**src/rtl/wb_dec_pkg.sv**
```systemverilog
// Shared types and constants for the parametrised Wishbone decoder.
// State encoding, error read data and the default status address.
package wb_dec_pkg;

    localparam int DW = 32;

    localparam logic [DW-1:0] ERR_DATA     = 32'hDEAD_BEEF;
    localparam logic [DW-1:0] DEF_STAT_ADR = 32'h3000_0F00;

    typedef enum logic [1:0] {
        ST_IDLE = 2'd0,
        ST_BUSY = 2'd1,
        ST_RESP = 2'd2
    } state_t;

endpackage

```
**src/rtl/wb_dec_match.sv**
```systemverilog
// Base/mask address compare against every slave window.
// Lowest-index hit wins; result is a hit flag plus a one-hot select.
module wb_dec_match
    import wb_dec_pkg::*;
#(
    parameter int                    N_SLV    = 5,
    parameter logic [DW*N_SLV-1:0]   SLV_BASE = {N_SLV{32'h0}},
    parameter logic [DW*N_SLV-1:0]   SLV_MASK = {N_SLV{32'h0}}
) (
    input  logic [DW-1:0]    i_adr,
    output logic             o_hit,
    output logic [N_SLV-1:0] o_onehot
);

    logic             w_found;
    logic [N_SLV-1:0] w_onehot;

    // Walk slaves from index 0 up so the first match blocks later ones.
    always_comb begin
        w_found  = 1'b0;
        w_onehot = '0;
        for (int i = 0; i < N_SLV; i++) begin
            if (!w_found &&
                ((i_adr & SLV_MASK[DW*i +: DW]) == SLV_BASE[DW*i +: DW])) begin
                w_onehot[i] = 1'b1;
                w_found     = 1'b1;
            end
        end
    end

    assign o_hit    = w_found;
    assign o_onehot = w_onehot;

endmodule

```
**src/rtl/wb_decode_n.sv**
```systemverilog
// Wishbone master-to-N-slave router: registered request/response, timeout.
// Optional status counters compiled in with macro WB_DEC_STATS_EN.
module wb_decode_n
    import wb_dec_pkg::*;
#(
    parameter int                    N_SLV    = 5,
    parameter logic [DW*N_SLV-1:0]   SLV_BASE = {N_SLV{32'h0}},
    parameter logic [DW*N_SLV-1:0]   SLV_MASK = {N_SLV{32'h0}},
    parameter int                    TIMEOUT  = 255
`ifdef WB_DEC_STATS_EN
    ,
    parameter logic [DW-1:0]         STAT_ADR = DEF_STAT_ADR
`endif
) (
    input  logic                wb_clk_i,
    input  logic                wb_rst_i,
    input  logic                wbs_cyc_i,
    input  logic                wbs_stb_i,
    input  logic                wbs_we_i,
    input  logic [3:0]          wbs_sel_i,
    input  logic [DW-1:0]       wbs_dat_i,
    input  logic [DW-1:0]       wbs_adr_i,
    output logic                wbs_ack_o,
    output logic [DW-1:0]       wbs_dat_o,
    output logic [N_SLV-1:0]    s_valid_o,
    output logic                s_we_o,
    output logic [3:0]          s_sel_o,
    output logic [DW-1:0]       s_dat_o,
    output logic [DW-1:0]       s_adr_o,
    input  logic [N_SLV-1:0]    s_ack_i,
    input  logic [DW*N_SLV-1:0] s_dat_i,
    output logic                err_irq_o
);

    localparam logic [15:0] TO_LAST = 16'(TIMEOUT - 1);

    state_t             r_state;
    logic               r_ack;
    logic [DW-1:0]      r_rdat;
    logic [N_SLV-1:0]   r_valid;
    logic               r_we;
    logic [3:0]         r_sel;
    logic [DW-1:0]      r_dat;
    logic [DW-1:0]      r_adr;
    logic               r_irq;
    logic [15:0]        r_cnt;

    state_t             w_state_nxt;
    logic               w_ack_nxt;
    logic [DW-1:0]      w_rdat_nxt;
    logic [N_SLV-1:0]   w_valid_nxt;
    logic               w_we_nxt;
    logic [3:0]         w_sel_nxt;
    logic [DW-1:0]      w_dat_nxt;
    logic [DW-1:0]      w_adr_nxt;
    logic               w_irq_nxt;
    logic [15:0]        w_cnt_nxt;

    logic               w_req;
    logic               w_hit;
    logic [N_SLV-1:0]   w_onehot;
    logic               w_slv_ack;
    logic [DW-1:0]      w_slv_dat;
    logic               w_stat_hit;
    logic [DW-1:0]      w_stat_word;

    wb_dec_match #(
        .N_SLV    (N_SLV),
        .SLV_BASE (SLV_BASE),
        .SLV_MASK (SLV_MASK)
    ) u_match (
        .i_adr    (wbs_adr_i),
        .o_hit    (w_hit),
        .o_onehot (w_onehot)
    );

    assign w_req     = wbs_cyc_i & wbs_stb_i;
    assign w_slv_ack = |(s_ack_i & r_valid);

    // Read data of the slave currently selected by the held one-hot.
    always_comb begin
        w_slv_dat = '0;
        for (int i = 0; i < N_SLV; i++) begin
            if (r_valid[i]) begin
                w_slv_dat = w_slv_dat | s_dat_i[DW*i +: DW];
            end
        end
    end

`ifdef WB_DEC_STATS_EN
    logic [15:0] r_to_cnt;
    logic [15:0] r_um_cnt;
    logic        w_um_evt;
    logic        w_to_evt;
    logic        w_clr_evt;

    assign w_stat_hit  = (wbs_adr_i == STAT_ADR);
    assign w_stat_word = {r_to_cnt, r_um_cnt};

    assign w_um_evt  = (r_state == ST_IDLE) & w_req &
                       ~w_stat_hit & ~w_hit;
    assign w_to_evt  = (r_state == ST_BUSY) & wbs_cyc_i &
                       ~w_slv_ack & (r_cnt == TO_LAST);
    assign w_clr_evt = (r_state == ST_IDLE) & w_req &
                       w_stat_hit & wbs_we_i;

    // Saturating error counters; a status write clears both.
    always_ff @(posedge wb_clk_i) begin
        if (wb_rst_i) begin
            r_to_cnt <= '0;
            r_um_cnt <= '0;
        end else if (w_clr_evt) begin
            r_to_cnt <= '0;
            r_um_cnt <= '0;
        end else begin
            if (w_to_evt && r_to_cnt != 16'hFFFF) begin
                r_to_cnt <= r_to_cnt + 16'd1;
            end
            if (w_um_evt && r_um_cnt != 16'hFFFF) begin
                r_um_cnt <= r_um_cnt + 16'd1;
            end
        end
    end
`else
    assign w_stat_hit  = 1'b0;
    assign w_stat_word = '0;
`endif

    // Next-state and next-register values for the transaction FSM.
    always_comb begin
        w_state_nxt = r_state;
        w_ack_nxt   = 1'b0;
        w_rdat_nxt  = r_rdat;
        w_valid_nxt = r_valid;
        w_we_nxt    = r_we;
        w_sel_nxt   = r_sel;
        w_dat_nxt   = r_dat;
        w_adr_nxt   = r_adr;
        w_irq_nxt   = r_irq;
        w_cnt_nxt   = r_cnt;
        unique case (r_state)
            ST_IDLE: begin
                w_cnt_nxt = '0;
                if (w_req) begin
                    w_we_nxt  = wbs_we_i;
                    w_sel_nxt = wbs_sel_i;
                    w_dat_nxt = wbs_dat_i;
                    w_adr_nxt = wbs_adr_i;
                    if (w_stat_hit) begin
                        w_state_nxt = ST_RESP;
                        w_ack_nxt   = 1'b1;
                        w_rdat_nxt  = wbs_we_i ? '0 : w_stat_word;
                    end else if (w_hit) begin
                        w_state_nxt = ST_BUSY;
                        w_valid_nxt = w_onehot;
                    end else begin
                        w_state_nxt = ST_RESP;
                        w_ack_nxt   = 1'b1;
                        w_rdat_nxt  = ERR_DATA;
                        w_irq_nxt   = 1'b1;
                    end
                end
            end
            ST_BUSY: begin
                if (!wbs_cyc_i) begin
                    // Master abandoned the cycle: release silently.
                    w_state_nxt = ST_IDLE;
                    w_valid_nxt = '0;
                    w_cnt_nxt   = '0;
                end else if (w_slv_ack) begin
                    w_state_nxt = ST_RESP;
                    w_ack_nxt   = 1'b1;
                    w_rdat_nxt  = r_we ? '0 : w_slv_dat;
                    w_valid_nxt = '0;
                end else if (r_cnt == TO_LAST) begin
                    w_state_nxt = ST_RESP;
                    w_ack_nxt   = 1'b1;
                    w_rdat_nxt  = ERR_DATA;
                    w_irq_nxt   = 1'b1;
                    w_valid_nxt = '0;
                end else begin
                    w_cnt_nxt = r_cnt + 16'd1;
                end
            end
            ST_RESP: begin
                w_state_nxt = ST_IDLE;
                w_cnt_nxt   = '0;
            end
            default: begin
                w_state_nxt = ST_IDLE;
                w_valid_nxt = '0;
                w_cnt_nxt   = '0;
            end
        endcase
    end

    // State and datapath registers.
    always_ff @(posedge wb_clk_i) begin
        if (wb_rst_i) begin
            r_state <= ST_IDLE;
            r_ack   <= 1'b0;
            r_rdat  <= '0;
            r_valid <= '0;
            r_we    <= 1'b0;
            r_sel   <= '0;
            r_dat   <= '0;
            r_adr   <= '0;
            r_irq   <= 1'b0;
            r_cnt   <= '0;
        end else begin
            r_state <= w_state_nxt;
            r_ack   <= w_ack_nxt;
            r_rdat  <= w_rdat_nxt;
            r_valid <= w_valid_nxt;
            r_we    <= w_we_nxt;
            r_sel   <= w_sel_nxt;
            r_dat   <= w_dat_nxt;
            r_adr   <= w_adr_nxt;
            r_irq   <= w_irq_nxt;
            r_cnt   <= w_cnt_nxt;
        end
    end

    assign wbs_ack_o = r_ack;
    assign wbs_dat_o = r_rdat;
    assign s_valid_o = r_valid;
    assign s_we_o    = r_we;
    assign s_sel_o   = r_sel;
    assign s_dat_o   = r_dat;
    assign s_adr_o   = r_adr;
    assign err_irq_o = r_irq;

endmodule

```
**config.mk**
```make
export PLATFORM = sky130hd
export DESIGN_NAME = wb_decode_n
export DESIGN_NICKNAME = d
export VERILOG_FILES = /design/src/rtl/wb_dec_pkg.sv /design/src/rtl/wb_dec_match.sv /design/src/rtl/wb_decode_n.sv
export SDC_FILE = /design/constraint.sdc
export NUM_CORES = 1
export LEC_CHECK = 0
export BUFFER_PORTS_ARGS = -buffer_cell sky130_fd_sc_hd__buf_4
export CORE_AREA = 2 2 133 135
export CTS_BUF_LIST = sky130_fd_sc_hd__clkbuf_16
export CTS_CLUSTER_SIZE = 40
export DETAILED_ROUTE_END_ITERATION = 6
export DIE_AREA = 0 0 135 137
export SYNTH_ARGS = -nofsm -noshare
export SYNTH_HDL_FRONTEND = slang
export SYNTH_SLANG_ARGS = --single-unit
```
**constraint.sdc**
```tcl
create_clock -name wb_clk_i -period 2.1 [get_ports wb_clk_i]
set_clock_uncertainty 0.1 [all_clocks]
set_input_delay 0.21 -clock wb_clk_i [delete_from_list [all_inputs] [get_ports wb_clk_i]]
set_output_delay 0.21 -clock wb_clk_i [all_outputs]
set_load 0.01 [all_outputs]
```
### Word level (Yosys, flattened, before mapping)

Cells that the tools add are included.

* bits in registers: 126
* output and inout port bits: 108
* word-level logic and storage cells: 57

* add/sub/neg operators: 1
* equality and inequality tests: 5
* multiplexer cells: 20
* bitwise logic cells: 11
* reduce and logical (&&, ||, !) cells: 10

Operators by type and width (number)
* two-way mux 32 bit: 8
* bitwise OR 32 bit: 4
* two-way mux 5 bit: 4
* adder 16 x 1 -> 16 bit, second input constant: 1
* equality test 16 x 8 -> 1 bit, second input constant: 1
* case mux 5 bit (3 select lines): 1
* two-way mux 2 bit: 4
* AND reduction 2 bit: 3
* AND reduction 3 bit: 2
* AND 5 bit: 1
* NOT 1 bit: 5
* OR reduction 5 bit: 1
* != test 4 bit, second input constant: 1
* case mux 2 bit (2 select lines): 1
* AND reduction 4 bit: 1
* OR reduction 3 bit: 1
* equality test 2 x 1 -> 1 bit, second input constant: 1
* equality test 2 bit, second input constant: 1
* zero test 2 bit: 1
* two-way mux 1 bit: 2
* != test 2 bit, second input constant: 1
* nonzero test 2 bit: 1
* AND 1 bit: 1

### Logic depth before layout (Yosys ltp)

* depth after elaboration: 11
* gate-level depth with buffers: 8
* gate-level depth less buffers: 6

### Cells and area by module

From an unflattened synthesis, not the netlist that was laid out.

* cell total of the unflattened synthesis: 692
* area total of the unflattened synthesis: 5771.8 µm²

Modules (own cells, without submodules)
* wb_decode_n: times used 1, cells each 684, area an instance 5719.2 µm², seq. area each 2522.4 µm²
* wb_dec_match: times used 1, cells each 8, area an instance 52.6 µm², seq. area each 0.0 µm²

### Worst setup path after synthesis

OpenSTA, ideal clock, no wires.

* path kind: reg2reg
* from: register r_cnt[0]
* to: register r_cnt[5]
* library setup time: 0.070 ns
* arrival: 1.646 ns
* required time: 1.930 ns
* slack: 0.284 ns
* cell stages (with the launch flop): 7
* path buffers: 0
* cell sequence: dfxtp_1 inv_1 ha_1 and4b_1 and4_1 or4_1 a21oi_1

* word-level cells in the longest chain between the ends: 3
* elaborated cells on any way between the ends: 4

RTL lines
* start, declared: line wb_decode_n.sv:46 `logic [15:0] r_cnt;`
* start signal, assigned: line wb_decode_n.sv:220 `r_cnt <= w_cnt_nxt;`
* branches (longest 3 deep; another with adder 16 x 1 -> 16 bit)

Parallel ways; which one is timed is not known.
A chain may end at the register's enable or synchronous reset.

### Worst setup path after layout

* from: register r_cnt[0]
* to: register r_cnt[6]

The elaborated chain is that of the path after synthesis.

==> run summary <==
Layout cells sized above 1: 0.322
Routed length per placed instance: 13.8 um
RR Endpoint: r_cnt[6]
Critical Path AT: 2120 ps
Storage cell area: 0.00244 mm2
Layout Area Growth over Synthesis: 70.4%
Via Count: 4,905
Worst-margin pin slew: 693 ps
Tmin final: 1870 ps
Clock transition at path regs: 60 ps
Dpl hpwl: 10.1 mm
Commonest non-fill, non-tap cell in the layout: buf_4
Die width: 135 um
TNS Setup: 0 ps
Max-capacitance violation count: 0
Initial Util: 0.284
H-tree depth: 4
Worst EP required: 2340 ps
Leading cell types in the layout, fill and taps excluded: buf_4, nand2_1, dfxtp_1
Die ar.: 0.0185 mm2
Design Area, Final: 0.00826 mm2
Antenna violations before repair: 0
First-pass GRT wire length: 24.0 mm
Mapped Area: 0.00485 mm2
Register-to-Register Path Depth: 7
# DRC: 0
Worst Hold Class: in -> reg
Port buffer count: 209
Synth top area share: 0.504
Worst Setup SP: r_cnt[0]
RSZ-0062 raised after global routing: no
Crit end category: flip-flop
Startpoint types: flip-flop
# fillers: 1,617
Footprint of the multi-input gates: 0.00211 mm2
Total CTS buffers: 17
Final hold vios: 0
Fin Hold WS: 4.98 ps
Placed Area: 0.00667 mm2
Synth area leaders: dfxtp_1, nand2_1, a21oi_1
Status: finished, final reports clean
Reg2reg start: r_cnt[0]
Leak: 3.39 nW
Period utilisation layout: 0.893
Post-route ant nets: 0
Slew Viols, Final: 0
Largest net degree at the start of global routing: 71
GRT overflow: 0
Sequential area share after synthesis: 0.504
I/O pins: 346
Post-Syn Instances: 572
Synth Register Bits: 122
Number of global-route vias before repair: 4,828
Pre-Repair DR Iteration Count: 4
Critical Path Sink: r_cnt[6]
Final Setup Violations: 0
Critical path class: reg -> reg
CTS sink count: 122
Warnings, synthesis: 0
Nets: 1,109
Row cnt: 48
VDD IR-drop max: 0.545 mV
Headroom to the max-slew limit: 0.538
Die Y: 137 um
Post-CTS Setup Inserts: 0
Synth cell types: 38
Syn Area/Cell: 8.48 um2
Clock root cell: clkbuf_16
Power Density: 766 mW/mm2
Crit Path Max Fanout: 7
Antenna Cells: 0
CTS tree: done
Core ar.: 0.0171 mm2
Routed WL: 15.3 mm
Post-synth top area cell: dfxtp_1
Routability cong.: 0.792
Max Root-Sink Buffers: 2
All-Layer GR Usage: 0.163
Routed vias/inst: 4.43
Fmax: 533 MHz
Clk Latency, worst-skew pair: 410 ps
Worst R2R Setup Slack: 230 ps
Initial DRC count: 237
[worst max-delay path, stage by stage (launching register included)]
cell     delay (ps)
dfxtp_1         320
inv_1            60
ha_1            190
and4b_1         190
and4_1          270
buf_4           180
or3_1           350
a21oi_1         140
[final cells by class]
type,count,area share
Timing Repair Buffer,320,0.324
Clock buffer,17,0.0515
Inverter,28,0.0127
Tap cell,225,0.0341
Clock inverter,15,0.0267
Multi-Input combinational cell,380,0.255
Sequential cell,122,0.296
[synthesized netlist by cell type]
library cell / number
o211ai_1: 8
xnor2_1: 3
conb_1: 1
a221oi_1: 6
nand3b_1: 3
nand4_1: 7
ha_1: 2
and3_1: 2
a21o_1: 1
a21oi_1: 90
and4_1: 2
buf_4: 4
o21ai_0: 6
nor3_1: 7
clkbuf_1: 34
or2_2: 4
a221oi_2: 18
or3_4: 1
nor4_4: 1
nor2_1: 11
inv_1: 28
nand2_1: 151
a21bo_2: 1
o221a_2: 1
o32ai_1: 1
nor4_1: 2
nand4_2: 2
and4b_1: 1
dfxtp_1: 122
mux2i_1: 2
buf_6: 3
o31ai_1: 3
nand2b_1: 24
nand3_1: 5
buf_2: 4
or3_1: 7
and2_1: 2
or4_1: 2
[flip-flops by register name, summed over array words and instances, names as in the netlist]
register   flops
r_cnt         16
s_adr_o       32
wbs_ack_o      1
s_valid_o      1
s_we_o         1
r_state        2
err_irq_o      1
s_sel_o        4
s_dat_o       32
wbs_dat_o     32
[stage by stage]
step           std cells  total power [mW]  worst slack [ps]  utilization
4_1_cts             1107              6.41               226        0.484
2_1_floorplan        575              2.70               284            -
6_report            1107              6.33               225        0.484
3_5_place_dp         980              3.03               239        0.391
5_1_grt             1107              6.56               121        0.484
3_3_place_gp         980              3.03               249        0.391
[cell families (layout without fill, tap and decap cells)]
group           after synthesis  in the layout  share of synthesized area
compound gates              135            135                      0.190
fa+ha+maj                     2              2                    0.00516
flops                       122            122                      0.504
other cells                   1              4                   0.000773
simple gates                234            234                      0.225
xor+xnor                      3              3                    0.00542
buf+inv                      73            380                     0.0653
mux                           2              2                    0.00413
[metal layers]
| metal | global-route usage | routed length [um] |
|---|---|---|
| met3 | 0.0626 | 1280 |
| met4 | 0.0538 | 189 |
| met5 | 0 | 0 |
| met1 | 0.204 | 7010 |
| met2 | 0.257 | 6810 |
[power by group]
group	internal (mW)	leakage [nW]	switching [mW]
combinational	0.397	2.10	0.300
clock	2.11	0.307	1.10
sequential	2.39	0.991	0.0390
[how the worst min path moves through the flow]
stage	slack, ps	from	to	depth (start not counted)
CTS	5	s_dat_i[19]	wbs_dat_o[19]	3
global placement	340	s_adr_o[27]	s_adr_o[27]	2
floorplan	250	wbs_adr_i[0]	s_adr_o[0]	2
finish	5	s_dat_i[19]	wbs_dat_o[19]	3
detailed placement	350	s_adr_o[20]	s_adr_o[20]	2
global route	10	wbs_dat_i[0]	s_dat_o[0]	3
[timing repair]
| item | 4_1_cts | 5_1_grt |
|---|---|---|
| hold endpoints to repair | 95 | 0 |
| resized for setup | 0 | 0 |
| hold buffers | 95 | 0 |
No activity file was read; power rests on OpenSTA's default activity.
